$ cat src/rtl/rf_wport_arbiter_if.sv
// Signal bundle between the register-file write-port arbiter and its requesters.
// The master side drives the requests and the slave side is the arbiter.
interface rf_wport_arbiter_if;
  logic        wb_we;
  logic [4:0]  wb_addr;
  logic [31:0] wb_data;
  logic        llu_valid;
  logic        llu_ready;
  logic [4:0]  llu_addr;
  logic [31:0] llu_data;
  logic        dbg_req;
  logic [4:0]  dbg_addr;
  logic [31:0] dbg_data;
  logic        dbg_ack;
  logic [4:0]  rd_addr1;
  logic [4:0]  rd_addr2;
  logic        pend1;
  logic        pend2;
  logic        RegWrite;
  logic [4:0]  Write_register;
  logic [31:0] Write_data;

  modport master (
    output wb_we, wb_addr, wb_data,
    output llu_valid, llu_addr, llu_data,
    output dbg_req, dbg_addr, dbg_data,
    output rd_addr1, rd_addr2,
    input  llu_ready, dbg_ack, pend1, pend2,
    input  RegWrite, Write_register, Write_data
  );

  modport slave (
    input  wb_we, wb_addr, wb_data,
    input  llu_valid, llu_addr, llu_data,
    input  dbg_req, dbg_addr, dbg_data,
    input  rd_addr1, rd_addr2,
    output llu_ready, dbg_ack, pend1, pend2,
    output RegWrite, Write_register, Write_data
  );
endinterface

$ cat src/rtl/rf_wport_arbiter.sv
// Shares the register-file write port between write-back, a buffered long-latency
// unit and a 4-phase debug write path; flags queued destinations for the hazard unit.
module rf_wport_arbiter #(
  parameter int unsigned DEPTH  = 2,
  parameter int unsigned STARVE = 8
) (
  input  logic              clk,
  input  logic              reset,
  rf_wport_arbiter_if.slave bus
);
  localparam int unsigned AW = (DEPTH > 1) ? $clog2(DEPTH) : 1;
  localparam int unsigned CW = $clog2(DEPTH + 1);
  localparam int unsigned SW = (STARVE > 1) ? $clog2(STARVE) : 1;
  localparam logic [SW-1:0] STARVE_MAX = SW'(STARVE - 1);

  localparam logic [1:0] D_IDLE = 2'd0;
  localparam logic [1:0] D_WAIT = 2'd1;
  localparam logic [1:0] D_ACK  = 2'd2;

  logic [4:0]       r_addr [DEPTH];
  logic [31:0]      r_data [DEPTH];
  logic [DEPTH-1:0] r_vld;
  logic [AW-1:0]    r_rd_ptr;
  logic [AW-1:0]    r_wr_ptr;
  logic [CW-1:0]    r_count;
  logic [1:0]       r_dstate;
  logic [SW-1:0]    r_starve;

  logic        w_fifo_ne;
  logic        w_dbg_ok;
  logic        w_boost;
  logic        w_grant_fifo;
  logic        w_grant_dbg;
  logic        w_enq;
  logic        w_deq;
  logic        w_gvalid;
  logic [4:0]  w_gaddr;
  logic [31:0] w_gdata;
  logic        w_pend1;
  logic        w_pend2;

  // Debug only competes while its request is still held; a dropped request never writes.
  always_comb begin
    w_fifo_ne    = (r_count != '0);
    w_dbg_ok     = (r_dstate == D_WAIT) && bus.dbg_req;
    w_boost      = w_dbg_ok && (r_starve >= STARVE_MAX);
    w_grant_fifo = !bus.wb_we && !w_boost && w_fifo_ne;
    w_grant_dbg  = !bus.wb_we && w_dbg_ok && (w_boost || !w_fifo_ne);
    w_enq        = bus.llu_valid && bus.llu_ready;
    w_deq        = w_grant_fifo;
  end

  always_comb begin
    w_gvalid = 1'b0;
    w_gaddr  = '0;
    w_gdata  = '0;
    if (bus.wb_we) begin
      w_gvalid = 1'b1;
      w_gaddr  = bus.wb_addr;
      w_gdata  = bus.wb_data;
    end else if (w_grant_dbg) begin
      w_gvalid = 1'b1;
      w_gaddr  = bus.dbg_addr;
      w_gdata  = bus.dbg_data;
    end else if (w_grant_fifo) begin
      w_gvalid = 1'b1;
      w_gaddr  = r_addr[r_rd_ptr];
      w_gdata  = r_data[r_rd_ptr];
    end
  end

  // The head being dequeued this cycle is still reported as pending.
  always_comb begin
    w_pend1 = 1'b0;
    w_pend2 = 1'b0;
    for (int unsigned i = 0; i < DEPTH; i++) begin
      if (r_vld[i] && (bus.rd_addr1 != '0) && (r_addr[i] == bus.rd_addr1)) w_pend1 = 1'b1;
      if (r_vld[i] && (bus.rd_addr2 != '0) && (r_addr[i] == bus.rd_addr2)) w_pend2 = 1'b1;
    end
  end

  assign bus.RegWrite       = w_gvalid && (w_gaddr != '0);
  assign bus.Write_register = w_gaddr;
  assign bus.Write_data     = w_gdata;
  assign bus.llu_ready      = (r_count < CW'(DEPTH));
  assign bus.dbg_ack        = (r_dstate == D_ACK);
  assign bus.pend1          = w_pend1;
  assign bus.pend2          = w_pend2;

  always_ff @(posedge clk) begin
    if (w_enq) begin
      r_addr[r_wr_ptr] <= bus.llu_addr;
      r_data[r_wr_ptr] <= bus.llu_data;
    end
  end

  always_ff @(posedge clk or negedge reset) begin
    if (!reset) begin
      r_vld    <= '0;
      r_rd_ptr <= '0;
      r_wr_ptr <= '0;
      r_count  <= '0;
    end else begin
      if (w_enq) begin
        r_vld[r_wr_ptr] <= 1'b1;
        r_wr_ptr        <= r_wr_ptr + 1'b1;
      end
      if (w_deq) begin
        r_vld[r_rd_ptr] <= 1'b0;
        r_rd_ptr        <= r_rd_ptr + 1'b1;
      end
      if (w_enq && !w_deq)      r_count <= r_count + 1'b1;
      else if (!w_enq && w_deq) r_count <= r_count - 1'b1;
    end
  end

  always_ff @(posedge clk or negedge reset) begin
    if (!reset) begin
      r_dstate <= D_IDLE;
      r_starve <= '0;
    end else begin
      case (r_dstate)
        D_IDLE: begin
          r_starve <= '0;
          if (bus.dbg_req) r_dstate <= D_WAIT;
        end
        D_WAIT: begin
          if (w_grant_dbg) begin
            r_dstate <= D_ACK;
            r_starve <= '0;
          end else if (!bus.dbg_req) begin
            r_dstate <= D_IDLE;
            r_starve <= '0;
          end else if (r_starve < STARVE_MAX) begin
            r_starve <= r_starve + 1'b1;
          end
        end
        D_ACK: begin
          r_starve <= '0;
          if (!bus.dbg_req) r_dstate <= D_IDLE;
        end
        default: begin
          r_dstate <= D_IDLE;
          r_starve <= '0;
        end
      endcase
    end
  end
endmodule

$ cat src/flat_wrapper.sv
// flat-port wrapper written by rule: the top's interface ports become plain ports
module rf_wport_arbiter_flat 
#(
  parameter int unsigned DEPTH  = 2,
  parameter int unsigned STARVE = 8
)
  (clk, reset, bus_wb_we, bus_wb_addr, bus_wb_data, bus_llu_valid, bus_llu_addr, bus_llu_data, bus_dbg_req, bus_dbg_addr, bus_dbg_data, bus_rd_addr1, bus_rd_addr2, bus_llu_ready, bus_dbg_ack, bus_pend1, bus_pend2, bus_RegWrite, bus_Write_register, bus_Write_data);
  rf_wport_arbiter_if bus_i ();
  input  logic clk;
  input  logic reset;
  input wire logic [$bits(bus_i.wb_we)-1:0] bus_wb_we;
  input wire logic [$bits(bus_i.wb_addr)-1:0] bus_wb_addr;
  input wire logic [$bits(bus_i.wb_data)-1:0] bus_wb_data;
  input wire logic [$bits(bus_i.llu_valid)-1:0] bus_llu_valid;
  input wire logic [$bits(bus_i.llu_addr)-1:0] bus_llu_addr;
  input wire logic [$bits(bus_i.llu_data)-1:0] bus_llu_data;
  input wire logic [$bits(bus_i.dbg_req)-1:0] bus_dbg_req;
  input wire logic [$bits(bus_i.dbg_addr)-1:0] bus_dbg_addr;
  input wire logic [$bits(bus_i.dbg_data)-1:0] bus_dbg_data;
  input wire logic [$bits(bus_i.rd_addr1)-1:0] bus_rd_addr1;
  input wire logic [$bits(bus_i.rd_addr2)-1:0] bus_rd_addr2;
  output wire logic [$bits(bus_i.llu_ready)-1:0] bus_llu_ready;
  output wire logic [$bits(bus_i.dbg_ack)-1:0] bus_dbg_ack;
  output wire logic [$bits(bus_i.pend1)-1:0] bus_pend1;
  output wire logic [$bits(bus_i.pend2)-1:0] bus_pend2;
  output wire logic [$bits(bus_i.RegWrite)-1:0] bus_RegWrite;
  output wire logic [$bits(bus_i.Write_register)-1:0] bus_Write_register;
  output wire logic [$bits(bus_i.Write_data)-1:0] bus_Write_data;
  assign bus_i.wb_we = bus_wb_we;
  assign bus_i.wb_addr = bus_wb_addr;
  assign bus_i.wb_data = bus_wb_data;
  assign bus_i.llu_valid = bus_llu_valid;
  assign bus_i.llu_addr = bus_llu_addr;
  assign bus_i.llu_data = bus_llu_data;
  assign bus_i.dbg_req = bus_dbg_req;
  assign bus_i.dbg_addr = bus_dbg_addr;
  assign bus_i.dbg_data = bus_dbg_data;
  assign bus_i.rd_addr1 = bus_rd_addr1;
  assign bus_i.rd_addr2 = bus_rd_addr2;
  assign bus_llu_ready = bus_i.llu_ready;
  assign bus_dbg_ack = bus_i.dbg_ack;
  assign bus_pend1 = bus_i.pend1;
  assign bus_pend2 = bus_i.pend2;
  assign bus_RegWrite = bus_i.RegWrite;
  assign bus_Write_register = bus_i.Write_register;
  assign bus_Write_data = bus_i.Write_data;
  rf_wport_arbiter #(.DEPTH(DEPTH), .STARVE(STARVE)) u_core (.clk(clk), .reset(reset), .bus(bus_i));
endmodule
$ cat config.mk
export PLATFORM = sky130hd
export DESIGN_NAME = rf_wport_arbiter_flat
export DESIGN_NICKNAME = d
export VERILOG_FILES = /design/src/rtl/rf_wport_arbiter_if.sv /design/src/rtl/rf_wport_arbiter.sv /design/src/flat_wrapper.sv
export SDC_FILE = /design/constraint.sdc
export NUM_CORES = 1
export LEC_CHECK = 0
export BUFFER_PORTS_ARGS = -buffer_cell sky130_fd_sc_hd__buf_2
export CAP_MARGIN = 20
export CORE_MARGIN = 2
export CORE_UTILIZATION = 53
export CTS_CLUSTER_DIAMETER = 50
export DETAILED_ROUTE_END_ITERATION = 8
export PLACE_DENSITY = 0.86
export SYNTH_ARGS = -nofsm -noshare
export SYNTH_HDL_FRONTEND = slang
export SYNTH_SLANG_ARGS = --single-unit
$ cat constraint.sdc
create_clock -name clk -period 6.8 [get_ports clk]
set_clock_uncertainty 0.05 [all_clocks]
set_input_delay 0.68 -clock clk [delete_from_list [all_inputs] [get_ports clk]]
set_output_delay 0.68 -clock clk [all_outputs]
set_load 0.005 [all_outputs]
==> results of run 1 <==
-- final cells by class --
| type | instances | area [um2] |
|---|---|---|
| well taps | 102 | 128 |
| inverters | 2 | 7.51 |
| repair buffers | 169 | 871 |
| fillers | 552 | 2370 |
| clock buffers | 9 | 124 |
| clock inverters | 7 | 97.6 |
| multi-input cells | 223 | 1630 |
| flip-flops and latches | 85 | 2500 |
-- cell families after synthesis --
kind of cell               after synthesis
buffers and inverters                   22
DFF                                     85
and+or+nand+nor                         38
AOI/OAI and AO/OA                      120
adders and majority gates                3
muxes                                   37
xor gates and xnor gates                25
-- metal layers --
layer,share of wire [%],routed length [um],track usage [%]
met1,39,3850,28.1
met2,53,5230,40.3
met3,7.5,749,5.64
met4,1.3,125,8.33
met5,0,0,0
-- power groups by stage --
stage	Sequential (W)	Clock, W	Combinational, W
6_report	0.000749	0.000392	0.000519
5_1_grt	0.000759	0.000417	0.000569
4_1_cts	0.000749	0.000399	0.000516
3_5_place_dp	0.000761	0	0.000514
3_3_place_gp	0.000755	0	0.000496
2_1_floorplan	0.000730	0	0.000367
-- worst register-to-register path, stage by stage (launching register included) --
cell	delay (ns)
dfrtp_1	0.45
ha_1	0.20
ha_1	0.18
a31oi_2	0.09
o211ai_4	0.84
ha_1	0.30
xor2_1	0.15
nor2_1	0.07
xnor2_1	0.12
-- final timing paths --
kind / endpoint / startpoint / cells after the start
min reg2reg: u_core.r_dstate[0]$_DFFE_PN0P_ / u_core.r_dstate[1]$_DFFE_PN0P_ / 1
min in group clk: u_core.r_dstate[0]$_DFFE_PN0P_ / u_core.r_dstate[1]$_DFFE_PN0P_ / 1
max reg2reg: u_core.r_count[1]$_DFFE_PN0P_ / u_core.r_starve[0]$_DFFE_PN0P_ / 8
max in group asynchronous: u_core.r_rd_ptr$_DFFE_PN0P_ / reset / 1
max: bus_RegWrite / bus_wb_we / 7
min: u_core.r_rd_ptr$_DFFE_PN0P_ / reset / 1
-- state kept, by name, indices dropped and copies added (netlist names) --
register	count
u_core.r_addr	10
u_core.r_count	2
u_core.r_data	64
u_core.r_dstate	2
u_core.r_rd_ptr	1
u_core.r_starve	3
u_core.r_vld	2
u_core.r_wr_ptr	1
-- metrics by stage --
step | cell area (um2) | utilization [%] | instances | setup WS, ns | hold WS, ns
2_1_floorplan | 4210 | - | 330 | 3.66 | 0.334
3_3_place_gp | 5100 | 66.1 | 580 | 2.96 | 0.400
3_5_place_dp | 5100 | 66.1 | 580 | 2.81 | 0.422
4_1_cts | 5330 | 68.9 | 596 | 2.81 | 0.137
5_1_grt | 5350 | 69.3 | 597 | 2.52 | 0.155
6_report | 5350 | 69.3 | 597 | 2.80 | 0.145
-- Yosys cell counts, drive strengths merged (4+ instances only) --
| master | count | share of area, % |
|---|---|---|
| dfrtp | 11 | 6.5 |
| nor2 | 9 | 0.80 |
| edfxtp | 74 | 53 |
| a21oi | 38 | 4.6 |
| nand2 | 6 | 0.54 |
| o21a | 31 | 5.5 |
| o21ai | 35 | 4.2 |
| buf | 14 | 1.8 |
| xor2 | 18 | 3.7 |
| nand3 | 4 | 0.48 |
| o211ai | 5 | 1.0 |
| nor4 | 5 | 0.74 |
| clkbuf | 6 | 0.54 |
| o221ai | 4 | 1.3 |
| mux2i | 36 | 8.6 |
| xnor2 | 7 | 1.5 |
==> results.tsv, run 1 <==
stage	metric	value	unit
clock_tree	cts repair resizes	0	
power	Pwr Total	0.00166	W
worst_setup_path	delay-heaviest family, CP	buffers and inverters	
timing	slew of the pin with the lowest slew margin	1.02	ns
detailed_routing	Vias/cell	5.62	
status	status	finished clean	
synth	XOR/XNOR share of the synthesized area	5.21	%
synth	largest family of logic cells by synthesized area	compound AO/OA/AOI/OAI gates	
synth	Netlist Area Pre-Place	4210	um2
power	P_sw	0.000531	W
timing	final setup vio count	0	
timing	max-slew violations	0	
detailed_routing	wire per inst	16.7	um
synth	Synth Area in Adders	0.892	%
worst_setup_path	startpoint types	primary input	
power	clock power share	23.6	%
hold_path	Worst Hold Class	in2async	
power	Pleak	2.25	nW
worst_setup_path	CP Class	in2out	
synth	Avg Cell Area, Syn	12.7	um2
clock_tree	CTS root buffer	clkbuf_8	
finish	commonest non-fill, non-tap cell in the layout	buf_2	
global_routing	GRT Total Usage	23.2	%
clock_tree	Worst-Skew Late Latency	0.35	ns
global_routing	initial antenna violation count	0	
place	Final HPWL DP	7050	um
global_routing	largest net degree at the start of global routing	47	
floorplan	Die Y	93.1	um
worst_setup_path	worst reg-to-reg setup slack	4.25	ns
synth	leading register cell type out of synthesis	edfxtp_1	
timing	RSZ-0062 raised after global routing	no	
clock_tree	Post-CTS Hold Buffers	0	
place	final RePlAce weighted congestion	0.779	
worst_setup_path	CP dominant cell by count	buf_2	
timing	final hold violations	0	
timing	max frequency	250	MHz
synth	Post-synth EDFFs	74	
synth	post-synthesis simple-gate area fraction	5.09	%
synth	mux contribution to synthesized area	8.83	%
detailed_routing	final wirelength	9950	um
clock_tree	post-CTS setup repair buffer count	0	
power	Sw Share	32.0	%
power	power share of the combinational group	31.3	%
timing	setup TNS	0	ns
clock_tree	# clock sinks	85	
power	Sequential Power Share	45.1	%
synth	Syn. warnings	0	
run	Max Cap Viol	0	
floorplan	Die W	93.1	um
timing	Min Clock Period, post-route	4.00	ns
floorplan	core box area	7730	um2
clock_tree	CTS tree	yes	
synth	post-synthesis compound-gate area fraction	18.1	%
detailed_routing	# DRC	0	
finish	# diodes	0	
worst_setup_path	CP max-delay cell	buf_2	
timing	final worst-path cycle share	58.9	%
clock_tree	H-tree levels	3	
synth	Post-Synthesis Cells	330	
synth	Synth cell types	44	
floorplan	# rows	32	
power	power per cell area	310	nW/um2
worst_setup_path	cell breakdown of the critical path	buf_2, inv_2, o211ai_4, o221ai_2, nor4_1, o21ai_1, buf_2	
worst_setup_path	CP Max Fanout	46	
global_routing	grt ovf	0	
finish	Final #Nets	619	
worst_setup_path	slowest cell delay on critical path	0.65	ns
finish	most frequent cells in the layout	buf_2 (167), edfxtp_1 (74), a21oi_1 (37)	
clock_tree	clock slew at reported path FFs	0.09	ns
floorplan	Initial Util	54.4	%
finish	layout cell share with drive strength beyond 1	40.0	%
worst_setup_path	CP Capture Type	output pin	
floorplan	Die ar.	8670	um2
clock_tree	CTS Buf Count	9	
synth	share of the yosys chip area belonging to registers	59.4	%
global_routing	wire length of the first global-routing pass	15500	um
worst_setup_path	CP Buf/Inv Count	3	
synth	Synth async-reset ratio	12.9	%
power	VDD IR max	168	uV
worst_setup_path	Critical Path RT	6.07	ns
detailed_routing	Post-DRT Antenna Nets	0	
floorplan	number of I/O pins	168	
global_routing	number of global-route vias before repair	3310	
detailed_routing	first drt pass iteration count	4	
synth	post-synthesis register bit count	85	
timing	max_slew headroom	31.4	%
worst_setup_path	critical path arrival	3.27	ns
power	Internal Power	0.00113	W
synth	syn_nets	459	
finish	area delta synth->final	27.3	%
detailed_routing	routed vias	3357	
clock_tree	CTS Buffer Depth	2	
detailed_routing	DRT iter0 DRCs	214	
place	port bufs	167	
Note: power is estimated with default switching activity, not from simulation.
==> run 2, diff against run 1 <==
- ABC_AREA: default -> 1
- CORE_UTILIZATION: 53 -> 44
- PLACE_DENSITY: 0.86 -> 0.77
- clock period: 6.8 -> 3.6 ns (I/O delays scaled with it)
==> run 2 against run 1 <==
Compared with the run above: worst hold slack better by 0.0092 ns; utilization decreased by 11 points; sequential share of layout area decreased by 0.63 points; sequential power grew 82%; first-iteration DRC count down 18%; final cell count is 25% higher; cell area up 1.3%; combinational power grew 110%; flip-flop and latch count stayed put; die area up 19%; count of clock-buffer cells in the layout is 1 higher; register-to-register slack worse by 3.2 ns; critical endpoint is now bus_Write_data[23]; largest cell class unchanged; largest power group unchanged; highest routed layer unchanged.
==> results.tsv, run 2 <==
stage	metric	value	unit	change
status	status	finished clean		
timing	final hold slack	0.154	ns	+0.00924 ns
detailed_routing	Vias/cell	4.91		-13%
finish	Largest Register	u_core.r_data		
detailed_routing	wire per inst	13.7	um	-18%
synth	Yosys top cell by area	edfxtp_1		
finish	Top Registers	u_core.r_data x64, u_core.r_addr x10, u_core.r_starve x3		
timing	final worst-path cycle share	81.2	%	
timing	RSZ-0062 raised after global routing	no		
synth	Post-Synthesis Cells	448		+36%
synth	count leader, synth	nand2_1		
global_routing	largest net degree at the start of global routing	42		-11%
synth	Syn. warnings	0		unchanged
floorplan	Die W	102	um	+9.3%
finish	# diodes	0		unchanged
clock_tree	# clock sinks	85		unchanged
timing	max-slew violations	0		unchanged
floorplan	Die ar.	10300	um2	+19%
finish	final cell count without fillers	747		+25%
worst_setup_path	Critical Path RT	3.19	ns	-2.88 ns
finish	most frequent cells in the layout	nand2_1 (195), buf_2 (167), edfxtp_1 (74)		
worst_setup_path	CP Class	reg2out		
finish	Final #Nets	742		+20%
finish	area delta synth->final	29.1	%	
clock_tree	cts repair resizes	0		unchanged
clock_tree	clock slew at reported path FFs	0.09	ns	about the same
detailed_routing	# DRC	0		unchanged
power	Pleak	2.52	nW	+12%
worst_setup_path	critical path capture point	bus_Write_data[23]		
global_routing	GRT Total Usage	19.9	%	-3.2 points
place	port bufs	167		unchanged
synth	leading register cell type out of synthesis	edfxtp_1		
worst_setup_path	slowest cell delay on critical path	0.43	ns	-0.22 ns
floorplan	Initial Util	45.5	%	-9.0 points
place	placed cells	728		+26%
worst_setup_path	CP Max Fanout	36		-22%
place	final RePlAce weighted congestion	0.829		+6.3%
detailed_routing	routed vias	3665		+9.2%
synth	Post-synth EDFFs	74		unchanged
worst_setup_path	worst reg2reg endpoint	u_core.r_count[1]$_DFFE_PN0P_		
clock_tree	CTS tree	yes		
clock_tree	CTS Buffer Depth	2		unchanged
global_routing	number of global-route vias before repair	3526		+6.5%
detailed_routing	first drt pass iteration count	4		unchanged
synth	Synth top area share	52.9	%	+0.063 points
synth	Avg Cell Area, Syn	9.38	um2	-26%
timing	max frequency	342	MHz	
synth	Synth async-reset ratio	12.9	%	unchanged
global_routing	initial antenna violation count	0		unchanged
synth	syn_nets	577		+26%
synth	share of the yosys chip area belonging to registers	59.4	%	+0.071 points
detailed_routing	final wirelength	10300	um	+3.1%
worst_setup_path	critical path arrival	2.51	ns	-0.76 ns
clock_tree	H-tree levels	3		unchanged
timing	final setup vio count	0		unchanged
clock_tree	CTS Buf Count	9		unchanged
clock_tree	Worst-Skew Late Latency	0.34	ns	about the same
finish	Final Core Density	58.7	%	-11 points
finish	Largest register FFs	64		unchanged
hold_path	Worst Hold Class	in2reg		
worst_setup_path	CP max-delay cell	nor2_8		
timing	slew of the pin with the lowest slew margin	0.853	ns	-0.171 ns
finish	commonest non-fill, non-tap cell in the layout	nand2_1		
timing	Min Clock Period, post-route	2.92	ns	
global_routing	grt ovf	0		unchanged
global_routing	wire length of the first global-routing pass	15800	um	+2.4%
floorplan	number of I/O pins	168		unchanged
synth	Synth cell types	27		-39%
finish	layout cell share with drive strength beyond 1	32.2	%	-7.8 points
clock_tree	CTS root buffer	clkbuf_8		
worst_setup_path	Critical R2R Launch	u_core.r_starve[0]$_DFFE_PN0P_		
detailed_routing	Post-DRT Antenna Nets	0		unchanged
timing	final hold violations	0		unchanged
power	power per cell area	597	nW/um2	+93%
synth	synth cell count leaders	nand2_1 (195), edfxtp_1 (74), nand3_1 (52)		
floorplan	core box area	9240	um2	+20%
timing	max_slew headroom	43.1	%	+12 points
timing	setup TNS	0	ns	unchanged
worst_setup_path	CP startpoint	u_core.r_starve[0]$_DFFE_PN0P_		
place	Final HPWL DP	7260	um	+3.0%
synth	post-synthesis register bit count	85		unchanged
timing	fin worst setup slack	0.678	ns	-2.12 ns
worst_setup_path	cell breakdown of the critical path	ha_1, ha_1, inv_1, nand2_1, nand2_4, nand2_4, nor2_8, inv_4, nor2_8, nand2_1, nand4_1, buf_2		
floorplan	# rows	35		+9.4%
clock_tree	post-CTS setup repair buffer count	0		unchanged
power	VDD IR max	257	uV	+52%
worst_setup_path	startpoint types	flip-flop		
worst_setup_path	worst reg-to-reg setup slack	1.09	ns	-3.16 ns
synth	Netlist Area Pre-Place	4200	um2	-0.12%
worst_setup_path	CP Capture Type	output pin		
floorplan	Die Y	102	um	+9.3%
place	pre-CTS WS	1.04	ns	-1.77 ns
synth	largest cells by area after synthesis	edfxtp_1 (53%), nand2_1 (17%), dfrtp_1 (6.6%)		
detailed_routing	DRT iter0 DRCs	175		-18%
worst_setup_path	Worst Reg2Reg Path Length in Cells	12		+4
run	Max Cap Viol	0		unchanged
-- run 2: cell types whose count changed in the layout (fill, tap and decap cells not counted), moves of 11 or more --
cell     delta
nand4_1    +22
o21ai_1    -11
nand3_1    +48
a21oi_1    -35
inv_1      +19
o21a_1     -31
nand2_1   +189
mux2i_1    -36
o21ai_0    -18
-- run 2: cell type report --
class | count | area, um2
fillers | 816 | 3820
flip-flops and latches | 85 | 2500
multi-input cells | 322 | 1530
repair buffers | 171 | 901
well taps | 129 | 161
clock buffers | 10 | 128
clock inverters | 6 | 110
inverters | 24 | 95.1
-- run 2: layer usage --
layer | share of wire (%) | vias up | track usage, % | wire (um)
met2 | 51 | 139 | 35.1 | 5240
li1 | - | 1835 | - | -
met1 | 41 | 1677 | 23.8 | 4200
met4 | 1.4 | 0 | 6.03 | 146
met5 | 0 | - | 0 | 0
met3 | 6.5 | 14 | 5.38 | 671
-- run 2: worst min-delay path by stage --
stage	startpoint	end	slack, ns	cells past startpoint
finish	bus_llu_data[11]	u_core.r_data[1][11]$_DFFE_PP_	0.15	1
global route	bus_llu_data[0]	u_core.r_data[1][0]$_DFFE_PP_	0.12	1
CTS	bus_llu_data[11]	u_core.r_data[1][11]$_DFFE_PP_	0.13	1
detailed placement	reset	u_core.r_dstate[0]$_DFFE_PN0P_	0.19	1
global placement	reset	u_core.r_dstate[0]$_DFFE_PN0P_	0.19	1
floorplan	reset	u_core.r_count[0]$_DFFE_PN0P_	0.01	0
-- run 2: power by group --
group	internal (W)	switching [W]
clock network	0.000462	0.000325
registers	0.00129	0.0000713
logic	0.000403	0.000689
total	0.00215	0.00109
-- run 2: cells by family (layout without fill, tap and decap cells) --
family,Yosys count,after routing,synth area share (%)
AO/OA/AOI/OAI,9,9,1.13
buffers and inverters,41,211,4.47
adder cells (fa/ha/maj),3,3,0.893
AND/OR/NAND/NOR,295,295,30.9
XOR/XNOR,15,15,3.13
flip-flops,85,85,59.4
-- run 2: critical path: cells and delay by family, from the launching register on --
kind          cells  cell delay (ns)
buf+inv           3             0.26
fa+ha+maj         2             0.38
simple gates      7             1.12
flops             1             0.41
-- run 2: repair_timing --
item | 4_1_cts | 5_1_grt
endpoints found under the setup margin | 0 | 0
hold endpoints to repair | 11 | 0
hold buffers | 1 | 0
-- run 2: stage by stage --
step	power (W)	area, um2
floorplan	0.00207	4200
global placement	0.00242	5130
finish	0.00324	5420
global route	0.00346	5420
detailed placement	0.00245	5130
CTS	0.00324	5380
==> run 3, diff against run 2 <==
- ABC_AREA: 1 -> 0
- CORE_UTILIZATION: 44 -> 49
- PLACE_DENSITY: 0.77 -> 0.81
- clock period: 3.6 -> 2.8 ns (I/O delays scaled with it)
==> run 3 against run 2 <==
Compared with the run above: flip-flop and latch count stayed put; highest routed layer unchanged; register-to-register slack got worse by 0.57 ns; setup slack worse by 0.60 ns; largest power group unchanged; combinational power rose by 28%; final cell count is 18% lower; sequential share of layout area shrank 1.1 points; sequential power up 34%; non-clock buffer count is 9 higher; critical path type unchanged.
==> results.tsv, run 3 (synthesis gave the netlist of run 1 again) <==
stage	metric	value	unit	change
status	status	finished clean		
global_routing	GRT Max-Usage Layer	met2		
detailed_routing	Post-DRT Antenna Nets	0		unchanged
worst_setup_path	CP Class	reg2out		
global_routing	GR Util met3	3.90	%	-1.5 points
worst_setup_path	critical path arrival	2.39	ns	-0.12 ns
floorplan	# rows	33		-5.7%
finish	Largest Register	u_core.r_data		
finish	commonest non-fill, non-tap cell in the layout	buf_2		
global_routing	met1 Use GR	27.7	%	+3.9 points
floorplan	number of I/O pins	168		unchanged
global_routing	largest net degree at the start of global routing	46		+9.5%
global_routing	grt ovf	0		unchanged
detailed_routing	routed vias	3391		-7.5%
worst_setup_path	Worst Reg2Reg Path Length in Cells	8		-4
hold_path	Worst Hold Class	in2reg		
place	Placed Area	5190	um2	+1.2%
clock_tree	CTS Buffer Depth	2		unchanged
timing	fin worst setup slack	0.0785	ns	-0.600 ns
floorplan	core box area	8260	um2	-11%
clock_tree	CTS tree	yes		
power	Internal Power	0.00283	W	+31%
power	VDD IR max	388	uV	+51%
power	P_sw	0.00135	W	+25%
clock_tree	clock slew at reported path FFs	0.09	ns	about the same
timing	max_slew headroom	55.8	%	+13 points
hold_path	hold depth	1		unchanged
finish	most frequent cells in the layout	buf_2 (167), edfxtp_1 (74), mux2i_1 (36), a21oi_1 (36), o21a_1 (31)		
detailed_routing	wire per inst	17.4	um	+27%
clock_tree	CTS Buf Count	9		unchanged
power	Pleak	2.33	nW	-7.8%
worst_setup_path	Critical Path RT	2.47	ns	-0.72 ns
detailed_routing	Vias/cell	5.53		+13%
timing	final setup vio count	0		unchanged
finish	layout cell share with drive strength beyond 1	42.3	%	+10 points
global_routing	initial antenna violation count	0		unchanged
worst_setup_path	CP Max Fanout	20		-44%
power	clock power share	23.2	%	-1.1 points
place	final RePlAce weighted congestion	0.834		+0.69%
floorplan	Initial Util	50.9	%	+5.5 points
timing	RSZ-0062 raised after global routing	yes		
worst_setup_path	startpoint types	flip-flop		
worst_setup_path	CP Capture Type	output pin		
timing	final worst-path cycle share	97.2	%	
power	power share of the combinational group	33.2	%	-0.5 points
detailed_routing	final wirelength	10700	um	+3.9%
finish	Final #Nets	632		-15%
detailed_routing	first drt pass iteration count	4		unchanged
place	pre-CTS WS	0.255	ns	-0.788 ns
global_routing	number of global-route vias before repair	3518		-0.23%
global_routing	wire length of the first global-routing pass	16700	um	+5.6%
run	Max Cap Viol	0		unchanged
clock_tree	Worst-Skew Late Latency	0.34	ns	about the same
global_routing	GRT Total Usage	22.3	%	+2.4 points
finish	area delta synth->final	32.2	%	
finish	Final Cell Area	5560	um2	+2.5%
finish	Final Core Density	67.3	%	+8.6 points
floorplan	Die Y	96.7	um	-5.0%
finish	Top Registers	u_core.r_data x64, u_core.r_addr x10, u_core.r_starve x3		
detailed_routing	# DRC	0		unchanged
global_routing	met2 usage	38.8	%	+3.7 points
timing	final hold violations	0		unchanged
detailed_routing	DRT iter0 DRCs	191		+9.1%
finish	Largest register FFs	64		unchanged
clock_tree	# clock sinks	85		unchanged
power	power per cell area	752	nW/um2	+26%
place	Final HPWL DP	7370	um	+1.6%
clock_tree	H-tree levels	3		unchanged
power	Sequential Power Share	43.6	%	+1.6 points
floorplan	Die ar.	9340	um2	-9.7%
timing	setup TNS	0	ns	unchanged
timing	Min Clock Period, post-route	2.72	ns	
timing	max frequency	367	MHz	
floorplan	Die W	96.7	um	-5.0%
timing	slew of the pin with the lowest slew margin	0.661	ns	-0.192 ns
timing	max-slew violations	0		unchanged
clock_tree	CTS root buffer	clkbuf_8		
place	port bufs	167		unchanged
power	Sw Share	32.4	%	-1.1 points
finish	# diodes	0		unchanged
[run 3: changes by cell type in the layout (fill, tap and decap cells not counted), sizes merged, moves of 20 or more]
cell	change
nand2	-193
nand3	-48
a21oi	+38
mux2i	+36
o21a	+31
o21ai	+29
nand4	-22
inv	-20
[run 3: final cells by class]
class	count	area, um2
Fill cell	628	2700
Sequential cell	85	2500
Multi-Input combinational cell	225	1680
Timing Repair Buffer	180	1010
Tap cell	105	131
Clock buffer	9	124
Clock inverter	7	103
Inverter	2	7.51
[run 3: through the flow]
step | power (W) | instances | hold slack (ns)
6_report | 0.00418 | 613 | 0.0611
5_1_grt | 0.00441 | 613 | 0.0397
4_1_cts | 0.00415 | 608 | 0.0416
3_5_place_dp | 0.00317 | 589 | 0.119
3_3_place_gp | 0.00312 | 589 | 0.107
2_1_floorplan | 0.00266 | 330 | -0.0656
[run 3: what timing repair did]
| action | 4_1_cts | 5_1_grt |
|---|---|---|
| endpoints found under the setup margin | 34 | 34 |
| resized for setup | 3 | 15 |
| hold buffers | 1 | 0 |
| hold endpoints to repair | 11 | 0 |
| pin swaps | 1 | 4 |
| buffers inserted | 1 | 4 |
| cloned | 1 | 1 |
[run 3: worst paths after layout]
path	startpoint	end	slack (ns)
worst min register to register	u_core.r_dstate[1]$_DFFE_PN0P_	u_core.r_dstate[0]$_DFFE_PN0P_	0.44
worst max register to register	u_core.r_starve[0]$_DFFE_PN0P_	u_core.r_count[1]$_DFFE_PN0P_	0.52
worst min-delay path	bus_llu_data[19]	u_core.r_data[1][19]$_DFFE_PP_	0.06
max in group asynchronous	reset	u_core.r_rd_ptr$_DFFE_PN0P_	2.18
min in group asynchronous	reset	u_core.r_count[1]$_DFFE_PN0P_	0.29
worst max-delay path	u_core.r_starve[0]$_DFFE_PN0P_	bus_Write_data[10]	0.08
[run 3: power groups by stage]
stage               sequential (W)  combinational [W]  clock, W
floorplan                  0.00177           0.000892         0
finish                     0.00182            0.00139  0.000968
global route               0.00185            0.00152   0.00103
CTS                        0.00182            0.00134  0.000985
detailed placement         0.00185            0.00132         0
global placement           0.00183            0.00129         0
[run 3: per-layer routing]
metal,wire [um],vias up,part of all wire (%)
met1,4470,1614,42
met4,159,0,1.5
met2,5330,147,50
met3,697,14,6.5
li1,-,1616,-
met5,0,-,0
[run 3: worst max-delay path: stages (launching register included)]
cell and delay, ns:
dfrtp_2 0.45, ha_1 0.21, ha_2 0.19, a31oi_4 0.31, o211ai_4 0.20, buf_8 0.22, o21ai_0 0.21, o21a_1 0.15
buf_2 0.10
